**config.mk**
```make
export PLATFORM = sky130hd
export DESIGN_NAME = rename_unit
export DESIGN_NICKNAME = d
export VERILOG_FILES = /design/src/rtl/rename_unit.sv
export SDC_FILE = /design/constraint.sdc
export NUM_CORES = 2
export LEC_CHECK = 0
export CORE_MARGIN = 2
export CORE_UTILIZATION = 28
export CTS_BUF_LIST = sky130_fd_sc_hd__clkbuf_8
export CTS_CLUSTER_SIZE = 24
export DETAILED_ROUTE_END_ITERATION = 7
export GPL_TIMING_DRIVEN = 0
export PLACE_DENSITY = 0.41
export SLEW_MARGIN = 20
export SYNTH_ARGS = -nofsm -noshare
export SYNTH_HDL_FRONTEND = slang
export SYNTH_SLANG_ARGS = --single-unit
```
**constraint.sdc**
```tcl
create_clock -name clk -period 20.2 [get_ports clk]
set_clock_uncertainty 0.05 [all_clocks]
set_input_delay 4.04 -clock clk [delete_from_list [all_inputs] [get_ports clk]]
set_output_delay 4.04 -clock clk [all_outputs]
set_load 0.02 [all_outputs]
```
**src/rtl/rename_unit.sv**
```systemverilog
// N-wide register rename stage: circular free list, speculative RAT with
// same-group forwarding, registered output and valid/ready on both sides.
module rename_unit #(
  parameter int WIDTH     = 2,
  parameter int RET_WIDTH = 2,
  parameter int ARCH_REGS = 32,
  parameter int PHYS_REGS = 64,
  localparam int AW = $clog2(ARCH_REGS),
  localparam int PW = $clog2(PHYS_REGS)
) (
  input  logic                           clk,
  input  logic                           rst_n,
  input  logic [WIDTH-1:0]               in_valid,
  input  logic [WIDTH-1:0][AW-1:0]       in_rs1,
  input  logic [WIDTH-1:0][AW-1:0]       in_rs2,
  input  logic [WIDTH-1:0][AW-1:0]       in_rd,
  input  logic [WIDTH-1:0]               in_we,
  output logic                           in_ready,
  output logic [WIDTH-1:0]               out_valid,
  output logic [WIDTH-1:0][PW-1:0]       out_p_rs1,
  output logic [WIDTH-1:0][PW-1:0]       out_p_rs2,
  output logic [WIDTH-1:0][PW-1:0]       out_p_rd,
  output logic [WIDTH-1:0][PW-1:0]       out_p_old_rd,
  input  logic                           out_ready,
  input  logic [RET_WIDTH-1:0]           free_valid,
  input  logic [RET_WIDTH-1:0][PW-1:0]   free_preg,
  output logic [PW:0]                    free_count
);

  localparam int CAP = PHYS_REGS - ARCH_REGS;
  localparam logic [PW:0] CAP_W = (PW+1)'(CAP);
  localparam logic [PW:0] ONE_W = (PW+1)'(1);

  logic [PW-1:0] rat [ARCH_REGS];
  logic [PW-1:0] fl  [PHYS_REGS];
  logic [PW-1:0] head, tail;

  logic                          accept;
  logic [WIDTH-1:0]              writer;
  logic [WIDTH-1:0][PW-1:0]      p_rs1, p_rs2, p_rd, p_old;
  logic [PW:0]                   pops, pop_eff, pushes;
  logic [RET_WIDTH-1:0]          push_en;
  logic [RET_WIDTH-1:0][PW-1:0]  push_pos;
  logic                          overflow;

  // Readiness deliberately ignores in_we so in_ready never depends on inputs.
  assign in_ready = (!(|out_valid) || out_ready) && (free_count >= (PW+1)'(WIDTH));
  assign accept   = in_ready && (|in_valid);

  always_comb begin
    pops = '0;
    for (int j = 0; j < WIDTH; j++) begin
      writer[j] = in_valid[j] && in_we[j] && (in_rd[j] != '0);
      p_rs1[j]  = rat[in_rs1[j]];
      p_rs2[j]  = rat[in_rs2[j]];
      p_old[j]  = writer[j] ? rat[in_rd[j]] : '0;
      p_rd[j]   = '0;
      // Ascending scan so the highest earlier writer wins.
      for (int k = 0; k < j; k++) begin
        if (writer[k]) begin
          if (in_rd[k] == in_rs1[j]) p_rs1[j] = p_rd[k];
          if (in_rd[k] == in_rs2[j]) p_rs2[j] = p_rd[k];
          if (writer[j] && (in_rd[k] == in_rd[j])) p_old[j] = p_rd[k];
        end
      end
      if (writer[j]) begin
        p_rd[j] = fl[head + pops[PW-1:0]];
        pops    = pops + ONE_W;
      end
      if (!in_valid[j]) begin
        p_rs1[j] = '0;
        p_rs2[j] = '0;
      end
    end
  end

  assign pop_eff = accept ? pops : '0;

  always_comb begin
    pushes   = '0;
    overflow = 1'b0;
    for (int p = 0; p < RET_WIDTH; p++) begin
      push_en[p]  = 1'b0;
      push_pos[p] = tail + pushes[PW-1:0];
      if (free_valid[p] && (free_preg[p] != '0)) begin
        if ((free_count - pop_eff + pushes) >= CAP_W) begin
          overflow = 1'b1;
        end else begin
          push_en[p] = 1'b1;
          pushes     = pushes + ONE_W;
        end
      end
    end
  end

  always_ff @(posedge clk or negedge rst_n) begin
    if (!rst_n) begin
      for (int i = 0; i < ARCH_REGS; i++) rat[i] <= PW'(i);
      for (int i = 0; i < PHYS_REGS; i++) fl[i] <= (i < CAP) ? PW'(ARCH_REGS + i) : '0;
      head         <= '0;
      tail         <= PW'(CAP);
      free_count   <= CAP_W;
      out_valid    <= '0;
      out_p_rs1    <= '0;
      out_p_rs2    <= '0;
      out_p_rd     <= '0;
      out_p_old_rd <= '0;
    end else begin
      if (accept) begin
        for (int j = 0; j < WIDTH; j++) begin
          if (writer[j]) rat[in_rd[j]] <= p_rd[j];
        end
        head         <= head + pops[PW-1:0];
        out_valid    <= in_valid;
        out_p_rs1    <= p_rs1;
        out_p_rs2    <= p_rs2;
        out_p_rd     <= p_rd;
        out_p_old_rd <= p_old;
      end else if (out_ready) begin
        out_valid <= '0;
      end
      for (int p = 0; p < RET_WIDTH; p++) begin
        if (push_en[p]) fl[push_pos[p]] <= free_preg[p];
      end
      tail       <= tail + pushes[PW-1:0];
      free_count <= free_count - pop_eff + pushes;
    end
  end

  // Returning more registers than the list can hold means retire is broken.
  overflow_check: assert property (@(posedge clk) disable iff (!rst_n) !overflow);

endmodule

```
==> flow_metrics.env <==
export IMPL_drv_slew=0
export IMPL_critPathArrivalTime_ns=15.93
export IMPL_max_stage_delay_ns=0.91
export IMPL_boundaryPins=109
export IMPL_numCtsBuffers=131
export IMPL_wirelength_um=276000
export IMPL_dr_pass1_iters=6
export IMPL_layout_common_cells="mux2_2, mux4_2, dfrtp_1"
export IMPL_ys_ff_latch=645
export IMPL_hp_class="reg -> reg"
export IMPL_crit_slowest_cell="clkbuf_1"
export IMPL_ys_flop_type="dfrtp_1"
export IMPL_grt_max_degree=91
export IMPL_post_route_cell_area_sq_um=54600
export IMPL_yosysSeqAreaShare_pct=34.3
export IMPL_fin_util_pct=32.2
export IMPL_async_flop_share_pct=100
export IMPL_vdd_drop_max_mv=0.171
export IMPL_instances_no_fill=6625
export IMPL_syn_to_final_growth_pct=14.2
export IMPL_drt_initial_drc_count=6977
export IMPL_num_fill_cells=17226
export IMPL_final_common_cell="mux2_2"
export IMPL_outcome="completed"
export IMPL_fmax_ghz=0.0658
export IMPL_cts_tree="yes"
export IMPL_drv_cap=0
export IMPL_clock_latency_ns=0.91
export IMPL_hold_buffers=0
export IMPL_antenna_found_initial=24
export IMPL_rsz0062_at_grt="no"
export IMPL_row_count=151
export IMPL_yosysWarnings=0
export IMPL_grt_pass1_wl_um=370000
export IMPL_via_count=42960
export IMPL_final_min_clock_period_ns=15.20
export IMPL_avgSynthCellArea_sq_um=11.8
export IMPL_nNetsFinal=4364
export IMPL_drive_above_1_share_pct=38.1
export IMPL_clock_path_buffers=3
export IMPL_clock_sinks=645
export IMPL_setup_violations=0
export IMPL_portBuffers=94
export IMPL_slew_headroom_pct=10.9
export IMPL_critical_path_class="in -> reg"
export IMPL_crit_top_cell="ha_1"
export IMPL_drc=0
export IMPL_syn_inst=4049
export IMPL_place_area_sq_um=52000
export IMPL_die_height_um=417
export IMPL_die_w_um=417
export IMPL_cp_max_fo=12
export IMPL_tightestPinTransition_ns=1.34
export IMPL_synth_nets=4120
export IMPL_power_density_nw_per_um2=173
export IMPL_gr_total_overflow=0
export IMPL_grt_pass1_vias=40596
export IMPL_cp_end_kind="flop"
export IMPL_cts_setup_buffers=0
export IMPL_ant_nets=0
export IMPL_synth_area_sq_um=47800
export IMPL_cts_resized=0
export IMPL_gp_congestion=1.06
export IMPL_start_kind="input port"
export IMPL_htreeDepth=4
export IMPL_coreArea_sq_um=169000
export IMPL_cp_required_ns=20.94
export IMPL_fin_crit_sh_pct=75.2
export IMPL_hold_violations=0
export IMPL_die_area_sq_um=174000
export IMPL_clk_pin_slew_worst_paths_ns=0.06
export IMPL_dp_cells=6378
export IMPL_routedWlPerCell_um=41.7
export IMPL_p_leak_nw=21.1
export IMPL_synth_cell_types=79
export IMPL_start_util_pct=28.2
export IMPL_fin_tns_setup_ns=0
export IMPL_dp_hpwl_um=210000
export IMPL_grt_total_usage_pct=31.2
export IMPL_cts_root_buffer="clkbuf_8"
export IMPL_synth_edf_count=0
export IMPL_vias_per_cell=6.48
==> path summary, 6_finish.rpt <==
| check | from | to | cells after the start | slack [ns] |
|---|---|---|---|---|
| setup / recovery | out_ready | free_count[4]$_DFF_PN0_ | 36 | 5.00 |
| hold / removal | out_p_rd[4]$_DFFE_PN0P_ | out_p_rd[4]$_DFFE_PN0P_ | 2 | 0.42 |
| setup reg to reg | free_count[2]$_DFF_PN0_ | free_count[4]$_DFF_PN0_ | 36 | 8.02 |
| hold reg to reg | out_p_rd[4]$_DFFE_PN0P_ | out_p_rd[4]$_DFFE_PN0P_ | 2 | 0.42 |
| max in group asynchronous | rst_n | fl[341]$_DFF_PN1_ | 4 | 15.41 |
| min in group asynchronous | rst_n | fl[76]$_DFF_PN0_ | 1 | 2.93 |
==> cell usage after synthesis, types with 7 or more instances <==
cell type | number | share of area [%]
mux4_2 | 515 | 24
or2_2 | 7 | 0.092
xor2_1 | 14 | 0.26
buf_1 | 51 | 0.40
dfstp_2 | 194 | 11
nand3b_1 | 7 | 0.11
o22ai_1 | 23 | 0.30
nand2b_1 | 16 | 0.21
dfrtp_1 | 451 | 24
nor3_1 | 160 | 1.7
ha_1 | 16 | 0.42
nor2b_1 | 15 | 0.20
buf_2 | 78 | 0.82
and2_1 | 18 | 0.24
a21oi_1 | 155 | 1.6
o221ai_1 | 49 | 0.90
clkbuf_1 | 255 | 2.0
a31oi_1 | 11 | 0.14
or3_1 | 18 | 0.24
xnor2_1 | 23 | 0.42
nand3_2 | 12 | 0.25
a222oi_1 | 13 | 0.27
mux2_2 | 567 | 13
nand4_1 | 35 | 0.46
nand3_1 | 129 | 1.4
and3_1 | 34 | 0.44
o211ai_1 | 74 | 1.2
mux2_1 | 16 | 0.38
nor2_1 | 170 | 1.3
a22oi_1 | 57 | 0.89
inv_1 | 39 | 0.31
nand2_1 | 321 | 2.5
nor3b_1 | 8 | 0.13
mux2i_1 | 182 | 3.8
o21ai_0 | 144 | 1.5
a221oi_1 | 29 | 0.53
buf_4 | 17 | 0.27
a211oi_1 | 31 | 0.49
==> report_power, final <==
part           internal (W)  leakage (nW)  switching, W
sequential          0.00190          8.03       0.00103
clock              0.000748          1.57      0.000662
combinational       0.00182          11.5       0.00326
==> per-layer routing <==
layer | global-route usage [%] | wire length (um) | vias to the layer above
met1 | 44.5 | 117000 | 22704
met3 | 12.2 | 37900 | 530
met5 | 0 | 83 | -
li1 | - | - | 16398
met4 | 10.6 | 10500 | 12
met2 | 42.7 | 111000 | 3316
==> metrics by stage <==
| stage | setup slack [ns] | power, W | hold WS, ns |
|---|---|---|---|
| final | 5.00 | 0.00943 | 0.424 |
| after floorplan | 9.67 | 0.00502 | 0.432 |
| after global placement | -17.49 | 0.00763 | 0.415 |
| after detailed placement | 4.41 | 0.00768 | 0.419 |
| after global routing | 4.96 | 0.00953 | 0.456 |
| after CTS | 5.33 | 0.00912 | 0.432 |
==> kinds of logic (layout without fill, tap and decap cells) <==
logic type                 Yosys count  after routing  synth area share (%)
adders and majority gates           20             20                 0.586
muxes                             1286           1286                  42.0
other                                0              8                     0
DFF                                645            645                  34.3
AOI/OAI and AO/OA                  627            627                  8.55
and+or+nand+nor                    984            984                  9.93
xor gates and xnor gates            39             39                 0.761
buffers and inverters              448            798                  3.93
==> registers in the layout, indices dropped and copies added (netlist names) <==
signal / cells
rat: 192
tail: 6
fl: 384
out_p_rd: 12
head: 6
free_count: 7
out_valid: 2
out_p_rs2: 12
out_p_old_rd: 12
out_p_rs1: 12
==> final cells by class <==
class                   instances  area [sq um]  share of cell area, %
multi-input cells            2956         29600                   54.3
flip-flops and latches        645         16400                   30.0
well taps                    2218          2780                   5.08
clock buffers                 155          2130                   3.91
plain buffers                 407          1770                   3.24
repair buffers                111          1260                   2.30
clock inverters                84           470                  0.862
inverters                      41           155                  0.284
diodes                          8          20.0                 0.0367
==> critical path, delay by kind of cell <==
family | cells | cell delay, ns
buffers and inverters | 14 | 5.85
adders and majority gates | 7 | 2.12
AOI/OAI and AO/OA | 5 | 1.46
xor gates and xnor gates | 3 | 1.31
and+or+nand+nor | 6 | 0.88
muxes | 1 | 0.15
Note: power is estimated with default switching activity, not from simulation.
